### config.mk
export PLATFORM = sky130hd
export DESIGN_NAME = servo_pwm_gen
export DESIGN_NICKNAME = d
export VERILOG_FILES = /design/src/rtl/servo_pwm_gen.sv
export SDC_FILE = /design/constraint.sdc
export NUM_CORES = 1
export LEC_CHECK = 0
export BUFFER_PORTS_ARGS = -buffer_cell sky130_fd_sc_hd__buf_2
export CAP_MARGIN = 20
export CORE_MARGIN = 4
export CORE_UTILIZATION = 40
export CTS_CLUSTER_DIAMETER = 100
export CTS_CLUSTER_SIZE = 12
export DETAILED_ROUTE_END_ITERATION = 8
export SYNTH_ARGS = -nofsm -noshare
export SYNTH_HDL_FRONTEND = slang
export SYNTH_SLANG_ARGS = --single-unit
export TNS_END_PERCENT = 50
### constraint.sdc
create_clock -name in_Clk -period 3.3 [get_ports in_Clk]
set_clock_uncertainty 0.05 [all_clocks]
set_input_delay 0.165 -clock in_Clk [delete_from_list [all_inputs] [get_ports in_Clk]]
set_output_delay 0.165 -clock in_Clk [all_outputs]
set_load 0.005 [all_outputs]
### src/rtl/servo_pwm_gen.sv
// Servo PWM frame generator.
// A prescaler divides the clock into ticks. A tick counter divides ticks
// into frames. Each frame opens with a pulse of BASE_TICKS+active_width ticks.
// Width commands are clamped and held as pending. They take effect only at
// a frame start, so the pulse width never changes in the middle of a frame.
module servo_pwm_gen #(
   parameter int TICK_DIV     = 1000,
   parameter int PERIOD_TICKS = 1000,
   parameter int BASE_TICKS   = 25,
   parameter int MAX_CYCLES   = 100
) (
   input  logic       in_Clk,
   input  logic       in_Rst,
   input  logic       in_Enable,
   input  logic       in_Valid,
   input  logic [9:0] in_Cycles,
   output logic       out_Pwm,
   output logic       out_Ack,
   output logic       out_FrameStart,
   output logic       out_Busy
);

   localparam int PW = (TICK_DIV > 1) ? $clog2(TICK_DIV) : 1;
   localparam int TW = (PERIOD_TICKS > 1) ? $clog2(PERIOD_TICKS) : 1;

   localparam logic [1:0] ST_IDLE  = 2'd0;
   localparam logic [1:0] ST_PULSE = 2'd1;
   localparam logic [1:0] ST_GAP   = 2'd2;

   logic [1:0]    state_reg, state_next;
   logic [PW-1:0] presc_reg, presc_next;
   logic [TW-1:0] tick_cnt_reg, tick_cnt_next;
   logic [9:0]    active_width_reg;
   logic [9:0]    pending_reg;
   logic          pending_flag_reg;
   logic          pwm_reg, ack_reg, frame_start_reg, busy_reg;

   logic          tick;
   logic          pulse_end;
   logic          frame_end;
   logic          new_frame;
   logic [9:0]    clamped_cycles;
   logic [31:0]   pulse_last_tick;

   // Tick/frame decode, next-state logic and counter updates
   always_comb begin
      tick            = (state_reg != ST_IDLE) && (presc_reg == PW'(TICK_DIV - 1));
      pulse_last_tick = 32'(BASE_TICKS) + 32'(active_width_reg) - 32'd1;
      pulse_end       = tick && (32'(tick_cnt_reg) == pulse_last_tick);
      frame_end       = tick && (tick_cnt_reg == TW'(PERIOD_TICKS - 1));
      clamped_cycles  = (in_Cycles > 10'(MAX_CYCLES)) ? 10'(MAX_CYCLES) : in_Cycles;

      state_next = state_reg;
      new_frame  = 1'b0;
      case (state_reg)
         ST_IDLE: begin
            if (in_Enable) begin
               state_next = ST_PULSE;
               new_frame  = 1'b1;
            end
         end
         ST_PULSE: begin
            // Enable is ignored here: a started pulse always completes
            if (pulse_end) state_next = ST_GAP;
         end
         ST_GAP: begin
            if (frame_end) begin
               if (in_Enable) begin
                  state_next = ST_PULSE;
                  new_frame  = 1'b1;
               end else begin
                  state_next = ST_IDLE;
               end
            end
         end
         default: state_next = ST_IDLE;
      endcase

      // Counters rest at zero in IDLE, so the first PULSE clock is position 0
      if (state_reg == ST_IDLE) begin
         presc_next    = '0;
         tick_cnt_next = '0;
      end else if (tick) begin
         presc_next    = '0;
         tick_cnt_next = frame_end ? '0 : tick_cnt_reg + TW'(1);
      end else begin
         presc_next    = presc_reg + PW'(1);
         tick_cnt_next = tick_cnt_reg;
      end
   end

   // State, counters and registered outputs
   always_ff @(posedge in_Clk or posedge in_Rst) begin
      if (in_Rst) begin
         state_reg       <= ST_IDLE;
         presc_reg       <= '0;
         tick_cnt_reg    <= '0;
         pwm_reg         <= 1'b0;
         busy_reg        <= 1'b0;
         frame_start_reg <= 1'b0;
         ack_reg         <= 1'b0;
      end else begin
         state_reg       <= state_next;
         presc_reg       <= presc_next;
         tick_cnt_reg    <= tick_cnt_next;
         pwm_reg         <= (state_next == ST_PULSE);
         busy_reg        <= (state_next != ST_IDLE);
         frame_start_reg <= new_frame;
         ack_reg         <= new_frame && pending_flag_reg;
      end
   end

   // Command capture: the last strobe wins and is promoted only at a frame start.
   // A strobe on the promoting edge refills pending for the following frame.
   always_ff @(posedge in_Clk or posedge in_Rst) begin
      if (in_Rst) begin
         active_width_reg <= '0;
         pending_reg      <= '0;
         pending_flag_reg <= 1'b0;
      end else begin
         if (new_frame && pending_flag_reg) active_width_reg <= pending_reg;
         if (in_Valid) begin
            pending_reg      <= clamped_cycles;
            pending_flag_reg <= 1'b1;
         end else if (new_frame) begin
            pending_flag_reg <= 1'b0;
         end
      end
   end

   assign out_Pwm        = pwm_reg;
   assign out_Ack        = ack_reg;
   assign out_FrameStart = frame_start_reg;
   assign out_Busy       = busy_reg;

endmodule

==> impl_results.md <==
- Status: complete, no violations
- Chip width: 83.7 microns
- Number of global-route vias before repair: 1,652
- Max-cap viol count: 0
- Logic pwr share: 0.143
- Die Ht: 83.7 microns
- Worst-Skew Late Latency: 0.30 ns
- Reg area: 1180 sq um
- Global-route wire length before repair: 7890 microns
- Sw Share: 0.269
- Final critical-path required period: 2.28 ns
- Async set-reset flop share out of synthesis: 1.00
- Cell area power density: 499 nW/um^2
- Upper clock frequency limit: 438 MHz
- Cells resized by post-CTS repair: 0
- Routed len/inst: 13.5 microns
- Seq pwr share: 0.528
- Clock Sinks: 47
- Clock network power share: 0.329
- Area growth, synth to finish: 13.6%
- Arr. time, crit path: 2.42 ns
- Area contributors post-synth: dfrtp_1 51%, xnor2_1 6.1%, mux2_2 3.4%
- Die ar.: 7000 sq um
- Routed vias/inst: 5.11
- Drt drc: 0
- Post-synth top area cell: dfrtp_1
- Post-layout util: 0.469
- # diodes: 0
- Layout fillers: 532
- Flops & latches, synth: 47
- Worst Hold Class: input pin to flip-flop
- Placed cell area: 2460 sq um
- Longest Clk Path Bufs: 2
- Port bufs: 17
- Row cnt: 27
- Top cell family by delay on the critical path: simple AND/OR/NAND/NOR gates
- Fin. max-slew vios: 0
- Final setup fails: 0
- Number of synthesized flops with an enable pin: 0
- Core ar.: 5540 sq um
- TritonRoute pass-1 iters: 4
- Commonest cells in the netlist: 47 x dfrtp_1, 20 x nor2_1, 18 x nand2_1
- Sw Pwr: 349 uW
- I/O Pins: 18
- # nets final: 262
- Worst-path clk slew: 0.09 ns
- Hold slack: 0.0216 ns
- CP max stage delay: 0.45 ns
- Final Hold Vio Count: 0
- Unrepaired setup endpoints after global routing: false
- Main flop type after synthesis: dfrtp_1
- Inst Count DP: 308
- GR Util All Layers: 0.137
- Routed vias: 1,626
- CTS H-tree lvls: 2
- Final period utilization: 0.691
- Final RePlAce weighted congestion: 0.851
- Worst vdd ir: 0.213 mV
- Syn Nets: 238
- Final HPWL DP: 3030 microns
- Worst EP required: 3.44 ns
- Num CTS Buffers: 5
- Fraction of layout cells with a size suffix above 1: 0.171
- Int Pwr: 949 uW
- CP Cell Sequence: or3b_1, or4_4, o21ai_4, nand3_4, inv_1, mux2_1
- CP bufs+invs: 1
- Crit start category: flip-flop
- Drt total wl: 4280 microns
- Crit. End Element: flip-flop
- Final instance area: 2600 sq um
- # Post-CTS Setup Buffers: 0
- DRT antenna net count: 0
- Initial DRC count: 71
- Post-synthesis cell type count: 42
- Critical path's slowest cell: or4_4
- Static Leak: 0.00113 uW
- Root buffer cell: clkbuf_8
- Initial antenna violation count: 0
- Initial Util: 0.413
- TritonCTS clock tree: done
- Largest net degree at the start of global routing: 48
- Part of the Yosys area used for sequential elements: 0.514
- Mapped Cells: 221
- Global route total overflow: 0
- Finished Layout Cells: 318
- Mapped Area: 2290 sq um
- Top-count cell post-synth: dfrtp_1
- Number of synthesis warnings: 0
- Final setup TNS: 0 ns
- Multi-input gate area: 1050 sq um
- Mean Syn Cell Area: 10.4 sq um
- Share of the synthesized area in the top cell type: 0.514
- Crit Path Category: flip-flop to flip-flop
- Worst slew margin: 0.579
- Crit-path max FO: 10
- Tightest Pin Transition: 0.625 ns
cell families after synthesis:
| family | count (synthesis) | synth area share |
|---|---|---|
| simple gates | 83 | 0.193 |
| mux | 10 | 0.0481 |
| flops | 47 | 0.514 |
| buf+inv | 17 | 0.0279 |
| xor+xnor | 21 | 0.0803 |
| compound gates | 40 | 0.120 |
| fa+ha+maj | 3 | 0.0164 |
worst paths after layout:
path	start	slack [ns]	endpoint	cells after the start
min reg2reg	presc_reg[0]$_DFF_PP0_	0.45	presc_reg[0]$_DFF_PP0_	1
min in group asynchronous	in_Rst	0.37	out_Pwm$_DFF_PP0_	3
max in group asynchronous	in_Rst	2.32	active_width_reg[1]$_DFFE_PP0P_	4
min	in_Cycles[0]	0.02	pending_reg[0]$_DFFE_PP0P_	3
max reg2reg	tick_cnt_reg[3]$_DFFE_PP0P_	1.02	active_width_reg[9]$_DFFE_PP0P_	6
max	tick_cnt_reg[3]$_DFFE_PP0P_	1.02	active_width_reg[9]$_DFFE_PP0P_	6
per-stage QoR:
step / total power (uW) / worst slack [ns]
floorplan: 828 / 1.16
global placement: 878 / 1.05
detailed placement: 883 / 1.01
CTS: 1310 / 0.995
global route: 1380 / 0.895
finish: 1300 / 1.02
area by class of cell:
class,instances,share of cell area
Clock buffer,5,0.0265
Sequential cell,47,0.452
Inverter,15,0.0217
Multi-Input combinational cell,157,0.404
Clock inverter,3,0.0168
Timing Repair Buffer,19,0.0443
Tap cell,72,0.0346
power by group through the flow:
stage | logic (uW) | clock network (uW) | registers (uW)
after floorplan | 152 | 0 | 676
after global placement | 183 | 0 | 695
after detailed placement | 185 | 0 | 697
after CTS | 187 | 442 | 686
after global routing | 213 | 465 | 697
final | 186 | 427 | 685
tightest hold or removal path, cell delays in order:
cell     delay (ns)
buf_2          0.08
nand2_1        0.04
o21ai_0        0.05
cells in the final DEF (no fill, tap or decap), types with 5 or more instances in the layout:
master    netlist  final
nand3_1         7      7
nor2b_1         6      6
xnor2_1        16     16
inv_1          15     14
buf_2           0     17
xor2_1          5      5
nor2_1         20     20
nand2_1        18     18
and3_1          7      7
clkbuf_8        0      5
mux2_2          7      7
dfrtp_1        47     47
o21ai_0        15     15
repair_timing:
item	4_1_cts	5_1_grt
hold endpoints to repair	0	21
setup endpoints to repair	0	0
hold buffers	0	1
metal layers:
layer  track usage  routed length [microns]
met1         0.193                     2170
met2         0.202                     1890
met3        0.0336                      135
met4        0.0512                       90
met5             0                        0
Note: power is estimated with default switching activity, not from simulation.
